`src/rtl/mp_alu_seq.sv`:
```
// mp_alu_seq: multi-precision add/subtract sequencer around one 16-bit ALU.
// Operand word pairs stream in low word first; the carry chains between
// words and result words leave through a one-entry output buffer.
// Optional feature macro: MP_SEQ_CARRY_IN_EN (adds cin_ext for ADC/SBC chains).
module mp_alu_seq (
    input  logic        clk,
    input  logic        rst,
    input  logic        start,
    input  logic        op_sub,
    input  logic [2:0]  num_words,
`ifdef MP_SEQ_CARRY_IN_EN
    input  logic        cin_ext,
`endif
    input  logic        in_valid,
    output logic        in_ready,
    input  logic [15:0] in_a,
    input  logic [15:0] in_b,
    output logic        out_valid,
    input  logic        out_ready,
    output logic [15:0] out_data,
    output logic        out_last,
    output logic        busy,
    output logic        done,
    output logic [3:0]  nzvc
);

    typedef enum logic [1:0] {IDLE, RUN, FLUSH} state_t;

    state_t      state, state_nxt;
    logic        sub_q;
    logic [3:0]  len_q;      // 1..8
    logic [3:0]  cnt_q;      // words accepted so far
    logic        carry_q;
    logic        z_acc;
    logic [3:0]  stage_q;    // flags held until the last word leaves
`ifdef MP_SEQ_CARRY_IN_EN
    logic        cin_ext_q;
`endif

    logic        in_fire, out_fire, start_fire, flush_done;
    logic        first_word, last_word;

    // ALU signals
    logic [15:0] alu_b;
    logic        alu_cin_en, alu_cin, alu_cin_eff;
    logic [16:0] alu_sum;
    logic        alu_n, alu_z, alu_v, alu_c;

    assign first_word = (cnt_q == 4'd0);
    assign last_word  = (cnt_q == len_q - 4'd1);
    assign in_ready   = (state == RUN) && (cnt_q != len_q) && (!out_valid || out_ready);
    assign in_fire    = in_valid && in_ready;
    assign out_fire   = out_valid && out_ready;
    assign start_fire = (state == IDLE) && start;
    assign flush_done = (state == FLUSH) && out_fire && out_last;
    assign busy       = (state != IDLE);

    // Carry-in selection: first word uses the op default unless an external carry is chained
    always_comb begin
        alu_cin_en = !first_word;
        alu_cin    = carry_q;
`ifdef MP_SEQ_CARRY_IN_EN
        if (first_word) begin
            alu_cin_en = 1'b1;
            alu_cin    = cin_ext_q;
        end
`endif
    end

    // 16-bit ALU; with carry disabled, subtract behaves as "no borrow in"
    assign alu_b       = sub_q ? ~in_b : in_b;
    assign alu_cin_eff = alu_cin_en ? alu_cin : sub_q;
    assign alu_sum     = {1'b0, in_a} + {1'b0, alu_b} + {16'd0, alu_cin_eff};
    assign alu_c       = alu_sum[16];
    assign alu_n       = alu_sum[15];
    assign alu_z       = (alu_sum[15:0] == 16'd0);
    assign alu_v       = (in_a[15] == alu_b[15]) && (alu_sum[15] != in_a[15]);

    // State register
    always_ff @(posedge clk or posedge rst) begin
        if (rst) state <= IDLE;
        else     state <= state_nxt;
    end

    // Next-state logic
    always_comb begin
        state_nxt = state;
        case (state)
            IDLE:    if (start) state_nxt = RUN;
            RUN:     if (in_fire && last_word) state_nxt = FLUSH;
            FLUSH:   if (flush_done) state_nxt = IDLE;
            default: state_nxt = IDLE;
        endcase
    end

    // Operation context, word datapath, output buffer and flag reporting
    always_ff @(posedge clk or posedge rst) begin
        if (rst) begin
            sub_q     <= 1'b0;
            len_q     <= 4'd0;
            cnt_q     <= 4'd0;
            carry_q   <= 1'b0;
            z_acc     <= 1'b1;
            stage_q   <= 4'd0;
            out_valid <= 1'b0;
            out_data  <= 16'd0;
            out_last  <= 1'b0;
            done      <= 1'b0;
            nzvc      <= 4'd0;
`ifdef MP_SEQ_CARRY_IN_EN
            cin_ext_q <= 1'b0;
`endif
        end else begin
            done <= flush_done;
            if (start_fire) begin
                sub_q   <= op_sub;
                len_q   <= (num_words == 3'd0) ? 4'd8 : {1'b0, num_words};
                cnt_q   <= 4'd0;
                carry_q <= 1'b0;
                z_acc   <= 1'b1;
`ifdef MP_SEQ_CARRY_IN_EN
                cin_ext_q <= cin_ext;
`endif
            end
            if (in_fire) begin
                out_data  <= alu_sum[15:0];
                out_valid <= 1'b1;
                out_last  <= last_word;
                carry_q   <= alu_c;
                z_acc     <= z_acc & alu_z;
                cnt_q     <= cnt_q + 4'd1;
                if (last_word)
                    stage_q <= {alu_n, z_acc & alu_z, alu_v, alu_c};
            end else if (out_fire) begin
                out_valid <= 1'b0;
                if (flush_done) out_last <= 1'b0;
            end
            if (flush_done)
                nzvc <= stage_q;
        end
    end

endmodule

```
`config.mk`:
```
export PLATFORM = sky130hd
export DESIGN_NAME = mp_alu_seq
export DESIGN_NICKNAME = d
export VERILOG_FILES = /design/src/rtl/mp_alu_seq.sv
export SDC_FILE = /design/constraint.sdc
export NUM_CORES = 1
export LEC_CHECK = 0
export CAP_MARGIN = 0
export CORE_ASPECT_RATIO = 1.25
export CORE_UTILIZATION = 40
export DETAILED_ROUTE_END_ITERATION = 10
export PLACE_DENSITY_LB_ADDON = 0.08
export SETUP_SLACK_MARGIN = 0.5
export SLEW_MARGIN = 20
export SYNTH_ARGS = -nofsm -noshare
export SYNTH_HDL_FRONTEND = slang
export SYNTH_SLANG_ARGS = --single-unit
```
`constraint.sdc`:
```
create_clock -name clk -period 3.2 [get_ports clk]
set_input_delay 0.48 -clock clk [delete_from_list [all_inputs] [get_ports clk]]
set_output_delay 0.48 -clock clk [all_outputs]
set_load 0.02 [all_outputs]
```
### Word level (Yosys, flattened, before mapping)

Cells that the tools add are included.

| word-level totals | value |
|---|---|
| output and inout bits | 25 |
| logic and storage cells | 67 |
| register bits | 40 |
| bits of input ports | 41 |

| operators by class | value |
|---|---|
| multiplexer cells | 18 |
| eq/ne operators | 9 |
| add/sub/neg operators | 4 |
| bitwise logic cells | 2 |
| reductions and logical operators | 22 |

Operators with widths:

| cell | count |
|---|---|
| 16-bit by 16-bit adder with 17-bit output | 1 |
| 17-bit by 1-bit adder with 17-bit output | 1 |
| 16-bit zero test | 1 |
| 16-bit two-way mux | 1 |
| 16-bit inverter | 1 |
| 4-bit two-way mux | 3 |
| 1-bit two-way mux | 10 |
| 1-bit logical AND | 9 |
| 2-bit nonzero test | 4 |
| 2-bit two-way mux | 3 |
| 2-bit one-hot mux with 3 select lines | 1 |
| 4-bit by 1-bit adder with 4-bit output (second input constant) | 1 |
| 4-bit equality test | 1 |
| 4-bit zero test | 1 |
| 2-bit != test (second input constant) | 2 |
| 4-bit != test | 1 |
| 2-bit AND reduction | 2 |
| 4-bit by 1-bit subtractor with 4-bit output (second input constant) | 1 |
| 3-bit zero test | 1 |
| 3-bit AND reduction | 1 |
| 2-bit by 1-bit equality test with 1-bit output (second input constant) | 1 |
| 2-bit equality test (second input constant) | 1 |
| 2-bit zero test | 1 |
| 2-bit by 1-bit != test with 1-bit output (second input constant) | 1 |
| 5 further kinds | 5 |

### Longest topological paths before layout

Gate-level depths: netlist (run 1).

| logic depth | value |
|---|---|
| depth in word-level cells | 7 |
| depth in mapped cells | 14 |
| mapped depth without buffers | 14 |

### Least setup slack after synthesis (run 1)

OpenSTA, ideal clock, no wires.

| timing | value |
|---|---|
| kind | flip-flop to flip-flop |
| start point | reg sub_q |
| end point | reg out_data[14] |
| path buffers | 2 |
| arrival | 3.192 ns |
| setup time | 0.125 ns |
| cell stages (with the launch flop) | 14 |
| clock period less this slack | 3.317 ns |
| path slack | -0.117 ns |
| cell sequence | dfrtp_1 -> clkbuf_1 -> clkbuf_1 -> xor2_1 -> fa_1 -> inv_1 -> fa_1 -> nand2b_1 -> a21oi_1 -> o2111ai_2 -> a21oi_1 -> nor3_1 -> xnor2_1 -> mux2_2 |

| on the way | value |
|---|---|
| longest elaborated chain between the ends | 3 |

Ends and longest elaborated chain:

| element | RTL line | source |
|---|---|---|
| from (decl) | 30 | `logic sub_q;` |
| from (signal assigned) | 116 | `sub_q <= op_sub;` |
| 16-bit two-way mux | 71 | `assign alu_b = sub_q ? ~in_b : in_b;` |
| 16-bit by 16-bit adder with 17-bit output | 73 | `assign alu_sum = {1'b0, in_a} + {1'b0, alu_b} + {16'd0, alu_cin_eff};` |
| 17-bit by 1-bit adder with 17-bit output (*) | 73 |  |
| to (signal assigned) | 126 | `out_data <= alu_sum[15:0];` |
| to (decl) | 20 | `output logic [15:0] out_data,` |

Every way passes the cells marked *; elsewhere a longest branch is shown, timed or not.
A chain may end at the register's enable or synchronous reset.

### Final worst setup path (run 1)

| timing | value |
|---|---|
| start point | reg cnt_q[1] |
| end point | reg z_acc |

| on the way | value |
|---|---|
| longest elaborated chain between the ends | 6 |

Ends and longest elaborated chain:

| element | RTL line | source |
|---|---|---|
| from (decl) | 32 | `logic [3:0] cnt_q;` |
| from (signal assigned) | 131 | `cnt_q <= cnt_q + 4'd1;` |
| 4-bit zero test | 49 | `assign first_word = (cnt_q == 4'd0);` |
| 1-bit two-way mux | 72 | `assign alu_cin_eff = alu_cin_en ? alu_cin : sub_q;` |
| 17-bit by 1-bit adder with 17-bit output | 73 |  |
| 16-bit zero test | 76 | `assign alu_z = (alu_sum[15:0] == 16'd0);` |
| 1-bit bitwise AND | 130 | `z_acc <= z_acc & alu_z;` |
| 1-bit two-way mux | 125 | `if (in_fire) begin` |
| to (signal assigned) | 130 |  |
| to (decl) | 34 | `logic z_acc;` |

Parallel ways exist; a longest one is shown, timed or not.

==> impl_metrics.json, run 1 <==
{
  "critPathKind": "flop to flop",
  "io_pins": 66,
  "vdd_drop_max_v": 0.000534,
  "hold_path_depth": 2,
  "final_max_slew_viol_count": 0,
  "routed_via_density": 5.20,
  "endpoint_kind": "flop",
  "clk_pin_slew_ns": 0.08,
  "rsz0062_at_grt": "true",
  "layout_common_cells": "clkdlybuf4s50_1, dfrtp_1, nand2_1, xor2_1, o21ai_0",
  "ctsHtreeMaxLevel": 2,
  "setup_viol": 0,
  "gp_congestion": 0.847,
  "cap_violations": 0,
  "wl_per_cell_um": 13.9,
  "core-area_sq_um": 6570,
  "p_leak_nw": 1.72,
  "wl_um": 6520,
  "synthArstFlopShare": 1.00,
  "fin_util": 0.593,
  "place_area_sq_um": 3640,
  "synth_top_area_frac": 0.359,
  "fin_skew_ns": 0.00472,
  "io_buffers": 65,
  "synth-edff-count": 0,
  "cts_tree": "built",
  "arrival_ns": 3.26,
  "dr.pass1.iters": 4,
  "drcViolationCount": 0,
  "drt_iter0_drc": 101,
  "cp_max_fo": 4,
  "required_ns": 3.41,
  "cts_buffers": 5,
  "final_common_cell": "clkdlybuf4s50_1",
  "synth_cell_types": 51,
  "period_minus_slack_ns": 3.05,
  "status": "finished clean",
  "grtUsageTotal": 0.202,
  "fp.dieArea_sq_um": 7120,
  "grt_pass1_wl_um": 10900,
  "syn-num-nets": 359,
  "place_ws_ns": -0.116,
  "seq_area_frac_synth": 0.369,
  "ant_nets": 0,
  "cts_root_buffer": "clkbuf_8",
  "startpoint_type": "flop",
  "syn_to_final_growth_pct": 43.3,
  "antenna_cells": 0,
  "relSlewSlack": 0.608,
  "syn_area_per_cell_sq_um": 9.11,
  "layout-drive-gt1-share": 0.198,
  "grt_overflow": 0,
  "clock_path_buffers": 2,
  "ff2ff_setup_slack_ns": 0.15,
  "yosys_warnings": 0,
  "max_freq_ghz": 0.328,
  "power_density_nw_per_um2": 1080,
  "period_share": 0.952,
  "antenna_found_initial": 0,
  "synthFlopType": "dfrtp_1",
  "hold_viol": 0,
  "start_util": 0.414,
  "yosys.area.top_type": "dfrtp_1",
  "worst_slack_ns": 0.153,
  "ys_top_cells_by_area": "dfrtp_1, ha_1, xor2_1",
  "die_h_um": 94.1,
  "nNetsFinal": 443,
  "ff2ff_path_depth": 13,
  "synth-seq-cells": 40,
  "num_vias": 2442,
  "tightest_slew_ns": 0.583,
  "grt_max_degree": 41,
  "dp_hpwl_um": 4860,
  "die_w_um": 75.7,
  "rows": 33,
  "syn_inst": 298,
  "grt_pass1_vias": 2418,
  "insertion_delay_ns": 0.30,
  "synth_area_sq_um": 2720,
  "postLayoutCellArea_sq_um": 3890,
  "min_path_type": "flop to flop",
  "cts.sinks": 40
}
-- path summary, 6_finish.rpt --
kind / startpoint / end
setup / recovery: cnt_q[1]$_DFFE_PP0P_ / z_acc$_DFFE_PP1P_
hold / removal: out_data[1]$_DFFE_PP0P_ / out_data[1]$_DFFE_PP0P_
setup reg to reg: cnt_q[1]$_DFFE_PP0P_ / z_acc$_DFFE_PP1P_
hold reg to reg: out_data[1]$_DFFE_PP0P_ / out_data[1]$_DFFE_PP0P_
max in group asynchronous: rst / z_acc$_DFFE_PP1P_
min in group asynchronous: rst / done$_DFF_PP0_
-- metal layers --
metal	wire length (um)	track usage	up-vias
met5	0	0	-
met3	202	0.0322	8
met2	3490	0.354	47
met1	2750	0.251	1167
li1	-	-	1220
met4	80	0.0586	0
-- report_power, final --
part	internal (mW)	switching [mW]
registers	0.714	0.135
clock network	0.235	0.191
logic	1.42	1.53
total	2.37	1.85
-- cell usage after synthesis (all sizes together) (2+ instances only) --
| master | instances |
|---|---|
| clkbuf | 9 |
| nor2b | 3 |
| xnor2 | 9 |
| o31ai | 4 |
| o211ai | 5 |
| nor3 | 3 |
| inv | 12 |
| fa | 2 |
| a21oi | 17 |
| nand3 | 10 |
| nor4 | 3 |
| buf | 2 |
| nand2 | 40 |
| nand4 | 2 |
| and3 | 5 |
| mux2 | 9 |
| a21o | 3 |
| nor2 | 15 |
| o21ai | 31 |
| dfrtp | 39 |
| nand2b | 6 |
| ha | 18 |
| xor2 | 25 |
| o21bai | 2 |
-- logic make-up after synthesis --
logic type	after synthesis	share of synthesized area
AO/OA/AOI/OAI	75	0.173
flip-flops	40	0.369
buffers and inverters	23	0.0327
adder cells (fa/ha/maj)	20	0.0977
multiplexers	10	0.0410
XOR/XNOR	34	0.110
AND/OR/NAND/NOR	96	0.177
-- area by class of cell --
cell class / instances / area [sq um]
fillers: 582 / 2670
multi-input cells: 235 / 1780
flip-flops and latches: 40 / 1000
repair buffers: 88 / 841
well taps: 87 / 109
clock buffers: 5 / 68.8
clock inverters: 3 / 47.5
inverters: 12 / 45.0
-- what timing repair did --
item,CTS,global route
gates cloned,0,0
setup buffers,6,0
setup endpoints to repair,16,15
gates resized for setup,13,11
pin swaps,20,10
hold buffers,0,0
-- worst max-delay path, cell delays in order, from the launching register on --
cell,delay [ns]
dfrtp_1,0.39
inv_1,0.06
ha_2,0.17
nand2_2,0.05
mux2_4,0.30
fa_2,0.36
buf_6,0.13
a211oi_4,0.28
o21ai_1,0.16
a2111o_1,0.41
o211ai_1,0.10
and3_1,0.18
nand4_1,0.12
o31ai_1,0.25
-- state kept, by name, summed over array words and instances, names as in the netlist --
| signal | count |
|---|---|
| z_acc | 1 |
| out_valid | 1 |
| out_last | 1 |
| len_q | 4 |
| cnt_q | 4 |
| state | 2 |
| nzvc | 4 |
| sub_q | 1 |
| alu_cin | 1 |
| out_data | 16 |
| stage_q | 4 |
| done | 1 |
-- through the flow --
stage                     total power [mW]  hold WS, ns  setup TNS (ns)  std cells
after floorplan                       2.64        0.443               0        298
after CTS                             4.13        0.497               0        470
after global routing                  4.56        0.519               0        470
after global placement                3.45        0.462          -0.144        456
after detailed placement              3.48        0.477          -0.212        456
final                                 4.22        0.485               0        470
No activity file was read; power rests on OpenSTA's default activity.
==> run 2, diff against run 1 <==
==> constraint.sdc (replaced) <==
create_clock -name clk -period 3.2 [get_ports clk]
set_input_delay 0.32 -clock clk [delete_from_list [all_inputs] [get_ports clk]]
set_output_delay 0.32 -clock clk [all_outputs]
set_load 0.02 [all_outputs]
==> run 2 against run 1 <==
  * Combinational power decreased by 3%
  * Global-route usage is 0.42 points lower
  * Clock power is essentially flat
  * Clock skew is 0.0021 ns higher
  * Maximum frequency grew 2.5%
  * Sequential power about the same
  * Die area did not move
  * Worst hold slack worse by 0.055 ns
  * Critical path type unchanged
  * First-iteration DRC count rose by 14%
  * Count of clock-buffer cells in the layout unchanged
  * Utilization down 0.82 points
==> impl_metrics.json, run 2 (same netlist as run 1, synthesis figures left out) <==
{
  "gp_congestion": 0.859,
  "startpoint_type": "flop",
  "start_util": 0.414,
  "place_area_sq_um": 3570,
  "regMostFlops": "out_data",
  "whs_ns": 0.431,
  "io_buffers": 65,
  "hold_viol": 0,
  "period_share": 0.929,
  "final_max_slew_viol_count": 0,
  "dp_hpwl_um": 4860,
  "max_freq_ghz": 0.336,
  "fin_skew_ns": 0.00680,
  "grt_max_degree": 41,
  "cts_hold_buf": 0,
  "die_h_um": 94.1,
  "slowest_stage": "dfrtp_1",
  "clk_pin_slew_ns": 0.09,
  "rsz0062_at_grt": "true",
  "fp.dieArea_sq_um": 7120,
  "cap_violations": 0,
  "r2r-start": "cnt_q[0]$_DFFE_PP0P_",
  "cts_tree": "built",
  "die_w_um": 75.7,
  "cts_buffers": 5,
  "routed_via_density": 5.18,
  "drt_iter0_drc": 115,
  "grt_pass1_vias": 2324,
  "finalSetupTns_ns": 0,
  "cts_root_buffer": "clkbuf_8",
  "drcViolationCount": 0,
  "fill_cells": 578,
  "critPathKind": "flop to flop",
  "vdd_drop_max_v": 0.000520,
  "io_pins": 66,
  "dpl.cell_count": 446,
  "layout-drive-gt1-share": 0.185,
  "p_comb_frac": 0.690,
  "insertion_delay_ns": 0.30,
  "endpoint_kind": "flop",
  "core-area_sq_um": 6570,
  "min_path_type": "input port to async pin",
  "p_int_mw": 2.30,
  "grtUsageTotal": 0.198,
  "ant_nets": 0,
  "antenna_found_initial": 0,
  "regArea_sq_um": 1000,
  "syn_to_final_growth_pct": 41.3,
  "ff2ff_path_depth": 12,
  "wl_um": 6440,
  "wl_per_cell_um": 14.0,
  "setup_viol": 0,
  "clock_path_buffers": 2,
  "startpoint": "cnt_q[0]$_DFFE_PP0P_",
  "status": "finished clean",
  "p_seq_frac": 0.206,
  "p_leak_nw": 1.68,
  "cts.sinks": 40,
  "required_ns": 3.42,
  "crit_chain": "inv_1, ha_2, nand2_2, mux2_4, fa_2, a211oi_4, o211ai_1, a31oi_2, xor2_1, and3_1, nand4_1, o31ai_2",
  "largest_reg_flops": 16,
  "relSlewSlack": 0.574,
  "antenna_cells": 0,
  "p_switching_mw": 1.84,
  "multi_input_area_sq_um": 1800,
  "period_minus_slack_ns": 2.97,
  "dr.pass1.iters": 4,
  "pwr-share-clk": 0.104,
  "final_common_cell": "clkdlybuf4s50_1",
  "cp_max_fo": 4,
  "p_total_mw": 4.14,
  "postLayoutCellArea_sq_um": 3840,
  "switching_share": 0.445,
  "grt_overflow": 0,
  "fin_cells": 460,
  "arrival_ns": 3.20,
  "layout_common_cells": "clkdlybuf4s50_1, dfrtp_1, nand2_1, xor2_1, o21ai_0",
  "nNetsFinal": 433,
  "power_density_nw_per_um2": 1080,
  "ctsHtreeMaxLevel": 2,
  "num_vias": 2385,
  "grt_pass1_wl_um": 10700,
  "critPathMaxStageDelay_ns": 0.38,
  "rows": 33,
  "tightest_slew_ns": 0.634
}
## run 2: through the flow
stage,util,setup slack [ns]
6_report,0.585,0.226
2_1_floorplan,-,0.362
3_3_place_gp,0.543,0.0749
5_1_grt,0.585,0.0170
3_5_place_dp,0.543,0.0397
4_1_cts,0.577,0.195
## run 2: worst paths after layout
kind	to	slack (ns)
min reg2reg	out_data[11]$_DFFE_PP0P_	0.48
max	z_acc$_DFFE_PP1P_	0.23
max reg2reg	z_acc$_DFFE_PP1P_	0.23
max in group asynchronous	z_acc$_DFFE_PP1P_	2.39
min	out_valid$_DFFE_PP0P_	0.43
min in group clk	out_data[11]$_DFFE_PP0P_	0.48
## run 2: critical path, delay by kind of cell (launching register included)
kind            cells  cell delay [ns]
xor+xnor            1             0.24
mux                 1             0.30
compound gates      4             0.98
buf+inv             1             0.06
flops               1             0.38
fa+ha+maj           2             0.54
simple gates        3             0.37
## run 2: layout make-up
cell class | instances | share of cell area
clock inverter | 3 | 0.0124
sequential | 40 | 0.261
inverter | 12 | 0.0117
multi-input combinational | 235 | 0.468
clock buffer | 5 | 0.0179
timing repair buffer | 78 | 0.201
tap | 87 | 0.0284
## run 2: repair_timing
item                                    4_1_cts  5_1_grt
endpoints found under the setup margin       11       14
resized for setup                            16       13
pin swaps                                    13       12
setup buffers                                 6        0
## run 2: per-layer routing
metal,vias up,GRT usage,share of wire,wire length (um)
met3,5,0.0258,0.028,181
met4,0,0.0679,0.011,68
met1,1128,0.247,0.43,2760
li1,1196,-,-,-
met2,56,0.344,0.53,3420
met5,-,0,0,0
## run 2: power by group through the flow
stage | registers [mW] | clock network (mW) | logic [mW]
4_1_cts | 0.857 | 0.434 | 2.78
6_report | 0.852 | 0.429 | 2.86
3_3_place_gp | 0.864 | 0 | 2.48
5_1_grt | 0.879 | 0.458 | 3.14
3_5_place_dp | 0.865 | 0 | 2.51
2_1_floorplan | 0.964 | 0 | 1.67
